===== src/rtl/booth_pkg.sv =====
// Shared types and the radix-4 Booth digit decode for the Booth encoder family.
// Used by booth_enc_cell and booth_encoder_seq.
package booth_pkg;

  localparam int BOOTH_RADIX_BITS = 2;

  typedef enum logic [1:0] {
    IDLE   = 2'd0,
    ENCODE = 2'd1,
    DONE   = 2'd2
  } state_t;

  typedef struct packed {
    logic single;
    logic double;
    logic negative;
  } booth_code_t;

  // t = {x[2i+1], x[2i], x[2i-1]}
  function automatic booth_code_t booth_decode(input logic [2:0] t);
    booth_code_t c;
    c.single   = t[1] ^ t[0];
    c.double   = (t == 3'b011) | (t == 3'b100);
    c.negative = t[2];
    return c;
  endfunction

  function automatic logic booth_is_zero(input logic [2:0] t);
    return (t == 3'b000) | (t == 3'b111);
  endfunction

endpackage


===== src/rtl/booth_enc_cell.sv =====
// Combinational radix-4 Booth cell: one overlapping triplet in, one Single/Double/Negative code out.
// Kept standalone so a parallel encoder can instantiate one per group.
module booth_enc_cell
  import booth_pkg::*;
(
  input  logic [2:0]  triplet,
  output booth_code_t code
);

  assign code = booth_decode(triplet);

endmodule


===== src/rtl/booth_encoder_seq.sv =====
// Sequential radix-4 Booth encoder: latches X and hands out one digit per enc_valid/enc_ready transfer.
// Optional macro ZERO_SKIP_EN: zero-valued groups (except the last) are consumed without being presented.
module booth_encoder_seq
  import booth_pkg::*;
#(
  parameter int N  = 32,
  parameter int IW = $clog2(N/2)
) (
  input  logic          clk,
  input  logic          rst,
  input  logic          start,
  input  logic [N-1:0]  X,
  output logic          busy,
  output logic          enc_valid,
  input  logic          enc_ready,
  output logic          Single,
  output logic          Double,
  output logic          Negative,
  output logic [IW-1:0] Index,
  output logic          Last,
  output logic          done
);

  localparam logic [IW-1:0] LAST_IDX = IW'(N/2 - 1);

  state_t        state_q, state_d;
  logic [N:0]    sreg_q, sreg_d;
  logic [IW-1:0] index_q, index_d;

  booth_code_t   code_s;
  logic          last_s;
  logic          skip_s;
  logic          present_s;
  logic          advance_s;

  booth_enc_cell u_cell (
    .triplet (sreg_q[2:0]),
    .code    (code_s)
  );

  assign last_s = (index_q == LAST_IDX);

  // Decide whether the current group is shown to the consumer or silently consumed
  always_comb begin
`ifdef ZERO_SKIP_EN
    skip_s = (state_q == ENCODE) && booth_is_zero(sreg_q[2:0]) && !last_s;
`else
    skip_s = 1'b0;
`endif
    present_s = (state_q == ENCODE) && !skip_s;
    advance_s = (state_q == ENCODE) && (skip_s || enc_ready);
  end

  // State, shift register and group index registers
  always_ff @(posedge clk or posedge rst) begin
    if (rst) begin
      state_q <= IDLE;
      sreg_q  <= '0;
      index_q <= '0;
    end else begin
      state_q <= state_d;
      sreg_q  <= sreg_d;
      index_q <= index_d;
    end
  end

  // Next-state logic; start is only honoured from IDLE so X is never re-sampled mid-operation
  always_comb begin
    state_d = state_q;
    sreg_d  = sreg_q;
    index_d = index_q;
    case (state_q)
      IDLE: begin
        if (start) begin
          sreg_d  = {X, 1'b0};
          index_d = '0;
          state_d = ENCODE;
        end else begin
          state_d = IDLE;
        end
      end
      ENCODE: begin
        if (advance_s) begin
          sreg_d  = sreg_q >> BOOTH_RADIX_BITS;
          index_d = index_q + IW'(1);
          if (last_s) begin
            state_d = DONE;
          end else begin
            state_d = ENCODE;
          end
        end else begin
          state_d = ENCODE;
        end
      end
      DONE: begin
        state_d = IDLE;
      end
      default: begin
        state_d = IDLE;
      end
    endcase
  end

  // Outputs; the digit code is masked whenever no digit is being presented
  always_comb begin
    busy      = (state_q == ENCODE);
    done      = (state_q == DONE);
    enc_valid = present_s;
    Single    = present_s & code_s.single;
    Double    = present_s & code_s.double;
    Negative  = present_s & code_s.negative;
    Index     = index_q;
    Last      = (state_q == ENCODE) & last_s;
  end

endmodule


===== config.mk =====
export PLATFORM = sky130hd
export DESIGN_NAME = booth_encoder_seq
export DESIGN_NICKNAME = d
export VERILOG_FILES = /design/src/rtl/booth_pkg.sv /design/src/rtl/booth_enc_cell.sv /design/src/rtl/booth_encoder_seq.sv
export SDC_FILE = /design/constraint.sdc
export NUM_CORES = 1
export LEC_CHECK = 0
export CORE_MARGIN = 3
export CORE_UTILIZATION = 32
export DETAILED_ROUTE_END_ITERATION = 8
export SLEW_MARGIN = 20
export SYNTH_ARGS = -nofsm -noshare
export SYNTH_HDL_FRONTEND = slang
export SYNTH_SLANG_ARGS = --single-unit

===== constraint.sdc =====
create_clock -name clk -period 4.32 [get_ports clk]
set_clock_uncertainty 0.1 [all_clocks]
set_input_delay 0.864 -clock clk [delete_from_list [all_inputs] [get_ports clk]]
set_output_delay 0.864 -clock clk [all_outputs]
set_load 0.01 [all_outputs]

Word level (Yosys, flattened, before mapping)
Index checks and enable logic that the tools add are counted.

Register bits: 39. Input port bits: 36. Output and inout bits: 11. Logic and storage cells: 31.

Add/subtract/negate cells: 1. Equality and inequality tests: 7. Multiplexer cells: 10. Bitwise operators: 6. Reduce and logical (&&, ||, !) cells: 4.

Operators with widths (count): $mux 33 (2); $pmux 33 s2 (1); $mux 4 (2); $pmux 4 s2 (1); $add 4x1->4 const B (1); $and 1x1->1 (4); $eq 4x4->1 const B (1); $mux 2 (2); $pmux 2 s2 (1); $eq 3x2->1 const B (1); $eq 3x3->1 const B (1); $reduce_and 3->1 (1); $eq 2x1->1 const B (1); $eq 2x2->1 const B (1); $logic_not 2->1 (1); $ne 2x1->1 const B (1); $ne 2x2->1 const B (1); $reduce_bool 2->1 (1); $logic_and 1x1->1 (1); $mux 1 (1); $or 1x1->1 (1); $xor 1x1->1 (1).

Depth between registers and ports, before layout
Depth after elaboration: 4. Mapped depth: 7.

By module
A second synthesis with hierarchy kept.

Cells, all modules: 158. Area total of the unflattened synthesis: 2070.7 µm².

Modules (own cells, without submodules): booth_encoder_seq (instances 1, cells each 152, area an instance 2015.7 µm², sequential area each 975.9 µm²); booth_enc_cell (instances 1, cells each 6, area an instance 55.1 µm², sequential area each 0.0 µm²).

Worst setup path after synthesis
OpenSTA, ideal clock, no wires.

Kind: reg2out. Start: register state_q[1]. End: output port Last. Data arrival time: 1.229 ns. Slack: 2.127 ns. Cell stages (with the launch flop): 8. Path buffers: 3. Cells stage by stage: dfrtp_1 > buf_6 > nand2b_4 > buf_12 > inv_6 > buf_6 > nand3_1 > nor2_1.

Word-level cells in the longest chain between the ends: 2.

RTL lines: start, declared (RTL line booth_encoder_seq.sv:26) `state_t state_q, state_d;`; start signal, assigned (RTL line booth_encoder_seq.sv:61) `state_q <= state_d;`; $eq 2x1->1; via busy (RTL line booth_encoder_seq.sv:13) `output logic busy,`; $and 1x1->1 (RTL line booth_encoder_seq.sv:113) `Last = (state_q == ENCODE) & last_s;`; end, declared (RTL line booth_encoder_seq.sv:20) `output logic Last,`.

The timed path passes the listed nets, and every way through them passes these cells.

Final worst setup path
Start: register state_q[0]. End: output port Last.

Word-level cells in the longest chain between the ends: 2.

RTL lines (RTL line): $eq 2x1->1 (booth_encoder_seq.sv:113); $and 1x1->1 (booth_encoder_seq.sv:113).

Every way passes these cells.

==> key figures <==
Placement
  – Final HPWL DP: 2820 um
  – Final GP Congestion: 0.736
  – Cell Area, Placed: 2690 um^2
  – IO Port Bufs: 46
  – Placed cells: roughly 270

Yosys
  – Sequential area share after synthesis: 0.438
  – Post-synth top cells: 39 x dfrtp_1, 36 x mux2_4, 24 x mux2_2
  – Yosys warnings: 0
  – Gate Count Post-Synth: 156
  – Synth Cell Area: ~2200 um^2
  – Number of synthesized flops with an enable pin: 0
  – Syn_area_per_cell: around 14 um^2
  – Asr flop ratio synth: 1.00
  – Number of synthesized register bits: 39
  – Net Count, Synth: 195
  – Count leader, synth: dfrtp_1
  – Cell variety after synth: 28
  – Synth top area share: 0.438
  – Top cells by area, synth: dfrtp_1 44%, mux2_4 24%, mux2_2 12%
  – Top_reg_cell synth: dfrtp_1
  – Cell taking the most area after synthesis: dfrtp_1

Cells and area
  – Nets: about 240
  – ANT cells: 0
  – Filler cells: 639
  – Multi-input logic area: 1110 um^2
  – Share of layout cells above drive strength 1: 0.360
  – Design Area, Final: 2770 um^2
  – P&R area growth vs syn: 24.3%
  – Final Util: 0.424
  – Fin cells: between 200 and 300
  – Register Area: a little under 1000 um^2

Critical path
  – Maximum fanout along the worst path: 21
  – Worst setup SP type: register
  – CP Data Required Time: 3360 ps
  – Worst-case reg-to-reg path depth: 4
  – Arr. time, crit path: 2240 ps
  – Crit Path Category: reg -> out
  – Worst setup EP type: output pin

Detailed routing
  – DRC Markers: 0
  – Initial DRC Count: 27
  – Via density: 4.58
  – Vias post-DR: 1,281
  – Post-Route WL: around 4000 um
  – DR pass1 iterations: 4
  – Drt wl/cell: 14.5 um
  – Antenna Nets Post-Route: 0

Floorplanning
  – DIE AREA: approximately 8000 um^2
  – Die height: 89.5 um
  – # IOs: 47
  – FP Rows: 29
  – Die X: just under 90 um
  – Initial core utilization: 0.341
  – Core ar.: 6530 um^2

Global routing
  – First-pass GRT wire length: 6590 um
  – GRT Util Overall: 0.110
  – Initial antenna violation count: 0
  – Largest net degree at the start of global routing: 40
  – Vias in the first global route: about 1,300
  – Total gr overflow: 0

Pwr
  – Total power: 1.51 mW
  – VDD IR max: 210 uV
  – Pwr dens: 546 nW/um^2
  – Leakage: 1.32 nW

CTS
  – Worst-path clk slew: 70 ps
  – H-tree depth: 2
  – Post-CTS Setup Bufs: 0
  – CTS tree: done
  – Hold_buf cts: 0
  – Post-cts resize count: 0
  – Total clock sinks: 39
  – Clk root buf: clkbuf_8
  – CTS max path bufs: 2
  – TritonCTS Buffers: 5
  – Clk_lat worst skew: 290 ps

Min path
  – Hold path cells: 1
  – Hold WC Path Type: reg -> reg

STA
  – Final setup TNS: 0 ps
  – Actual slew at the worst max-slew pin: 518 ps
  – Fin crit period: about 3200 ps
  – Post-route clock period utilization: 0.742
  – RSZ-0062 raised after global routing: no
  – Fmax: roughly 310 MHz
  – Endpoints failing hold: 0
  – Relative slew slack: 0.654
  – Setup violations, final: 0
  – Final Max Slew Viols: 0

Run status
  – Status: completed

Job
  – Max-Cap Viols: 0
==> registers in the layout, indices dropped and copies added (netlist names) <==
| name | cells |
|---|---|
| Index | 4 |
| state_q | 2 |
| sreg_q | 33 |
==> layout make-up <==
type	count	area share
Multi-Input combinational cell	101	0.399
Sequential cell	39	0.352
Timing Repair Buffer	49	0.174
Tap cell	77	0.0348
Clock buffer	7	0.0276
Inverter	6	0.00994
Clock inverter	1	0.00181
==> final timing paths <==
path	from	endpoint	slack, ps
setup / recovery	state_q[0]$_DFF_PP0_	Last	1120
hold / removal	sreg_q[29]$_DFFE_PP0P_	sreg_q[29]$_DFFE_PP0P_	410
setup reg to reg	state_q[0]$_DFF_PP0_	sreg_q[21]$_DFFE_PP0P_	2320
hold reg to reg	sreg_q[29]$_DFFE_PP0P_	sreg_q[29]$_DFFE_PP0P_	410
max in group asynchronous	rst	sreg_q[27]$_DFFE_PP0P_	2860
min in group asynchronous	rst	sreg_q[12]$_DFFE_PP0P_	900
==> report_power, final <==
| part | switching, mW | leakage, nW | internal [mW] |
|---|---|---|---|
| sequential | 0.0906 | 0.511 | 0.489 |
| clock | 0.129 | 0.0422 | 0.113 |
| combinational | 0.229 | 0.766 | 0.461 |
==> cells by family (layout without fill, tap and decap cells) <==
logic type,after synthesis,count (layout),synth area share
AO/OA/AOI/OAI,12,12,0.0399
adder cells (fa/ha/maj),3,3,0.0168
buffers and inverters,16,63,0.0657
flip-flops,39,39,0.438
multiplexers,64,64,0.383
AND/OR/NAND/NOR,22,22,0.0561
==> cell usage in the layout (no fill, tap or decap), types with 4 or more instances in the layout <==
cell type,n
clkdlybuf4s50_1,46
nor2_1,6
inv_1,5
mux2_4,36
clkbuf_8,5
nor2b_1,4
dfrtp_1,39
mux2_2,24
==> through the flow <==
step	setup WS, ps	hold WS [ps]
2_1_floorplan	2130	366
3_3_place_gp	1440	391
3_5_place_dp	1380	396
4_1_cts	1070	413
5_1_grt	985	421
6_report	1120	406
==> critical path: stages (launching register included) <==
cell	delay (ps)
dfrtp_1	590
nand2b_4	280
inv_6	290
nand3_1	140
nor2_1	110
clkdlybuf4s50_1	540
==> metal layers <==
layer / share of wire / wire length (um) / track usage / up-vias
li1: - / - / - / 640
met1: 0.49 / 2000 / 0.154 / 606
met2: 0.43 / 1770 / 0.157 / 30
met3: 0.060 / 245 / 0.0406 / 5
met4: 0.014 / 55 / 0.0365 / 0
met5: 0 / 0 / 0 / -
(Power assumes the default switching activity.)
